## config.mk

```make
export PLATFORM = sky130hd
export DESIGN_NAME = encoder_4to2
export DESIGN_NICKNAME = d
export VERILOG_FILES = /design/src/rtl/encoder_4to2_pkg.sv /design/src/rtl/encoder_4to2_core.sv /design/src/rtl/encoder_4to2.sv
export SDC_FILE = /design/constraint.sdc
export NUM_CORES = 1
export LEC_CHECK = 0
export ABC_CLOCK_PERIOD_IN_PS = 800
export BUFFER_PORTS_ARGS = -buffer_cell sky130_fd_sc_hd__buf_4
export CORE_AREA = 8 8 45 47
export CTS_CLUSTER_DIAMETER = 40
export DETAILED_ROUTE_END_ITERATION = 8
export DIE_AREA = 0 0 53 55
export HOLD_SLACK_MARGIN = 0.12
export PLACE_DENSITY = 0.3
export REMOVE_ABC_BUFFERS = 1
export SLEW_MARGIN = 20
export SYNTH_ARGS = -nofsm -noshare
export SYNTH_HDL_FRONTEND = slang
export SYNTH_SLANG_ARGS = --single-unit
```

## constraint.sdc

```tcl
create_clock -name clk -period 0.8 [get_ports clk]
set_input_delay 0.08 -clock clk [delete_from_list [all_inputs] [get_ports clk]]
set_output_delay 0.08 -clock clk [all_outputs]
set_load 0.02 [all_outputs]
```

## src/rtl/encoder_4to2_pkg.sv

```systemverilog
// Shared widths and helpers for the 4-to-2 priority encoder.
package encoder_4to2_pkg;

    localparam int IN_W      = 4;
    localparam int OUT_W     = 2;
    localparam int ERR_CNT_W = 8;

    localparam logic [ERR_CNT_W-1:0] ERR_CNT_MAX = '1;

    // True when more than one request bit is set (clearing the lowest set bit leaves a residue).
    function automatic logic is_multi_hot(input logic [IN_W-1:0] v);
        return (v & (v - 1'b1)) != '0;
    endfunction

endpackage

```

## src/rtl/encoder_4to2_core.sv

```systemverilog
// Purely combinational 4-to-2 priority encoder; PRIO_HIGH selects which end of y wins.
module encoder_4to2_core
    import encoder_4to2_pkg::*;
#(
    parameter int PRIO_HIGH = 1
) (
    input  logic [IN_W-1:0]  y,
    output logic [OUT_W-1:0] a,
    output logic             vld,
    output logic             multi
);

    logic [IN_W-1:0] grant;

    // grant is one-hot (or zero): a bit wins only if no higher-priority bit is set.
    for (genvar gi = 0; gi < IN_W; gi++) begin : g_grant
        if (PRIO_HIGH != 0) begin : g_hi
            if (gi == IN_W - 1) begin : g_top
                assign grant[gi] = y[gi];
            end else begin : g_mid
                assign grant[gi] = y[gi] & ~(|y[IN_W-1:gi+1]);
            end
        end else begin : g_lo
            if (gi == 0) begin : g_bot
                assign grant[gi] = y[gi];
            end else begin : g_mid
                assign grant[gi] = y[gi] & ~(|y[gi-1:0]);
            end
        end
    end

    always_comb begin
        a = '0;
        for (int i = 0; i < IN_W; i++) begin
            if (grant[i]) begin
                a = a | OUT_W'(i);
            end
        end
    end

    assign vld   = |y;
    assign multi = is_multi_hot(y);

endmodule

```

## src/rtl/encoder_4to2.sv

```systemverilog
// 4-to-2 priority encoder with optional output registers (OUT_REG) and an
// optional multi-hot error flag/counter compiled in by ENCODER_4TO2_ERR_EN.
module encoder_4to2
    import encoder_4to2_pkg::*;
#(
    parameter int PRIO_HIGH = 1,
    parameter int OUT_REG   = 1
) (
    input  logic                 clk,
    input  logic                 rst,
    input  logic [IN_W-1:0]      y,
    output logic [OUT_W-1:0]     a,
    output logic                 vld
`ifdef ENCODER_4TO2_ERR_EN
    ,
    output logic                 err,
    output logic [ERR_CNT_W-1:0] err_cnt
`endif
);

    logic [OUT_W-1:0] a_comb;
    logic             vld_comb;
    logic             multi_comb;

    encoder_4to2_core #(
        .PRIO_HIGH (PRIO_HIGH)
    ) u_core (
        .y     (y),
        .a     (a_comb),
        .vld   (vld_comb),
        .multi (multi_comb)
    );

    if (OUT_REG != 0) begin : g_out_reg
        logic [OUT_W-1:0] a_reg;
        logic             vld_reg;

        always_ff @(posedge clk or posedge rst) begin
            if (rst) begin
                a_reg   <= '0;
                vld_reg <= 1'b0;
            end else begin
                a_reg   <= a_comb;
                vld_reg <= vld_comb;
            end
        end

        assign a   = a_reg;
        assign vld = vld_reg;

`ifdef ENCODER_4TO2_ERR_EN
        logic err_reg;

        always_ff @(posedge clk or posedge rst) begin
            if (rst) begin
                err_reg <= 1'b0;
            end else begin
                err_reg <= multi_comb;
            end
        end

        assign err = err_reg;
`endif
    end else begin : g_out_comb
        assign a   = a_comb;
        assign vld = vld_comb;
`ifdef ENCODER_4TO2_ERR_EN
        assign err = multi_comb;
`endif
    end

`ifdef ENCODER_4TO2_ERR_EN
    logic [ERR_CNT_W-1:0] err_cnt_reg;

    // Counts every sampled multi-hot cycle; holds at all-ones instead of wrapping.
    always_ff @(posedge clk or posedge rst) begin
        if (rst) begin
            err_cnt_reg <= '0;
        end else if (multi_comb && (err_cnt_reg != ERR_CNT_MAX)) begin
            err_cnt_reg <= err_cnt_reg + 1'b1;
        end
    end

    assign err_cnt = err_cnt_reg;
`else
    logic unused_multi;
    assign unused_multi = multi_comb;
`endif

endmodule

```

==> results.py <==
metrics = {
    "final_layout": {
        "area.growth.synth_to_final_pct": 134,
        "drive_gt1_share_pct": 50.0,
        "nets": 29,
        "multi_input_area_um2": 20.0,
        "seqCellArea_um2": 75.1,
        "diodes": 0,
        "finish.utilization_pct": 17.4,
        "n_fill_cell": 151,
        "largest_register_ffs": 2,
    },
    "detailed_routing": {
        "wl_um": 302,
        "drtIter0Drc": 1,
        "dr.pass1.iters": 2,
        "vias": 105,
        "antenna_left": 0,
        "post-route-drc-count": 0,
        "routedWlPerCell_um": 7.95,
        "vias_per_cell": 2.76,
    },
    "grt": {
        "grt_antenna_before_repair": 0,
        "grt_pass1_wl_um": 531,
        "grt_max_degree": 4,
        "grt_pass1_vias": 126,
        "grt-ovfl-total": 0,
        "track_usage_pct": 3.07,
    },
    "critical_path": {
        "path_delay_family": "flip-flops",
        "path_class": "flip-flop to primary output",
        "crit_arrival_ns": 0.73,
        "critPathLaunch": "a[1]$_DFF_PP0_",
        "slowest_stage": "dfrtp_1",
        "endpoint_kind": "primary output",
        "start_kind": "flip-flop",
        "required_ns": 0.72,
        "slowest_delay_ns": 0.37,
        "cp.buffers_inverters": 1,
        "worstPathCellList": "buf_6",
        "crit_fanout": 1,
    },
    "run_status": {
        "outcome": "finished with violations",
        "violations": "setup timing",
    },
    "die": {
        "die_area_um2": 2920,
        "die_w_um": 53,
        "core_area_um2": 1380,
        "start_util_pct": 7.41,
        "num_rows": 14,
        "ios": 9,
        "die_y_um": 55,
    },
    "power": {
        "cellLeakagePower_uw": 0.000114,
        "total_power_uw": 489,
        "vdd_drop_max_mv": 0.362,
        "p_per_area_nw_per_um2": 2030,
    },
    "timing": {
        "slew_headroom_pct": 92.4,
        "setup_viol": 2,
        "finalMaxSlewViolations": 0,
        "clock.fmax_ghz": 1.24,
        "fin_crit_sh_pct": 101,
        "min_period_ns": 0.806,
        "whs_ns": 0.0566,
        "fin_setup_tns_ns": -0.00693,
        "hold_violations": 0,
        "rsz0062_at_grt": "true",
        "worst_slack_ns": -0.00649,
        "tightest_slew_ns": 0.114,
    },
    "worst_hold_path": {
        "holdPathStages": 2,
        "hp-start": "y[0]",
        "hold_class": "input pin to flip-flop",
        "min_to": "vld$_DFF_PP0_",
    },
    "synth": {
        "ys_top_cells_by_count": "dfrtp_1, inv_1, a21o_1, or2_1, or3_1",
        "synth.top_cell.area_share_pct": 73.2,
        "syn_avg_cell_area_um2": 12.8,
        "yosysTopAreaCell": "dfrtp_1",
        "syn_area_um2": 103,
        "ys_types": 5,
        "synth_area_leaders": "dfrtp_1, a21o_1, inv_1",
        "synth-seq-cells": 3,
        "synth_ff_type": "dfrtp_1",
        "synth-edff-count": 0,
        "yosysSeqAreaShare_pct": 73.2,
        "synthArstFlopShare_pct": 100,
        "yosysWarnings": 0,
        "synth_cells": 8,
        "yosysMostFrequentCell": "dfrtp_1",
    },
    "placed_design": {
        "place_congestion": 0.504,
        "hpwlAfterDp_um": 244,
        "port-buffer-count": 8,
    },
    "clock_tree": {
        "clockBufferDepth": 2,
        "cts_buffers": 3,
        "clk_pin_slew_ns": 0.04,
        "cts_num_sinks": 3,
        "cts_tree": "yes",
        "cts_root_buffer": "clkbuf_4",
        "post_cts_buffers": 0,
        "ctsHtreeMaxLevel": 1,
        "hold_buffers": 2,
    },
    "run": {
        "drv_cap": 0,
    },
}
layout make-up:
class / instances / area share (%)
timing repair buffer: 10 / 38.0
sequential: 3 / 31.3
multi-input combinational: 3 / 8.33
clock buffer: 4 / 10.9
tap: 16 / 8.33
inverter: 2 / 3.13
cells by family after synthesis:
kind of cell	count (synthesis)	share of synthesized area (%)
compound gates	1	7.32
flops	3	73.2
simple gates	2	12.2
buf+inv	2	7.32
power breakdown:
group | switching, uW | internal (uW)
sequential | 3.10 | 160
combinational | 23.3 | 40.0
clock | 75.9 | 187
how the worst max path moves through the flow:
stage	endpoint	slack [ns]	cells past startpoint
global route	a[1]	-0.04	1
floorplan	vld$_DFF_PP0_	0.09	2
finish	a[1]	-0.006	1
detailed placement	vld$_DFF_PP0_	-0.08	3
global placement	vld$_DFF_PP0_	-0.05	3
CTS	a[1]	-0.02	1
metal layers:
layer | GRT usage (%) | up-vias | share of wire (%)
li1 | - | 52 | -
met2 | 2.15 | 9 | 24
met1 | 2.75 | 44 | 52
met3 | 4.81 | 0 | 24
met4 | 3.88 | 0 | 0
met5 | 0 | - | 0
cell usage in the layout (no fill, tap or decap):
cell	instances
a21o_1	1
buf_4	5
buf_6	3
clkbuf_1	1
clkbuf_4	3
dfrtp_1	3
dlygate4sd3_1	2
inv_1	2
or2_1	1
or3_1	1
timing repair:
item                                    4_1_cts  5_1_grt
pin swaps                                     0        0
gates resized for setup                       3        0
endpoints found under the setup margin        3        3
endpoints found under the hold margin         6        2
per-stage QoR:
stage	setup slack, ns	cell area [um^2]	instances
floorplan	0.0860	103	8
global placement	-0.0474	183	32
detailed placement	-0.0798	183	32
CTS	-0.0235	240	38
global route	-0.0353	240	38
finish	-0.00649	240	38
(Power assumes the default switching activity.)
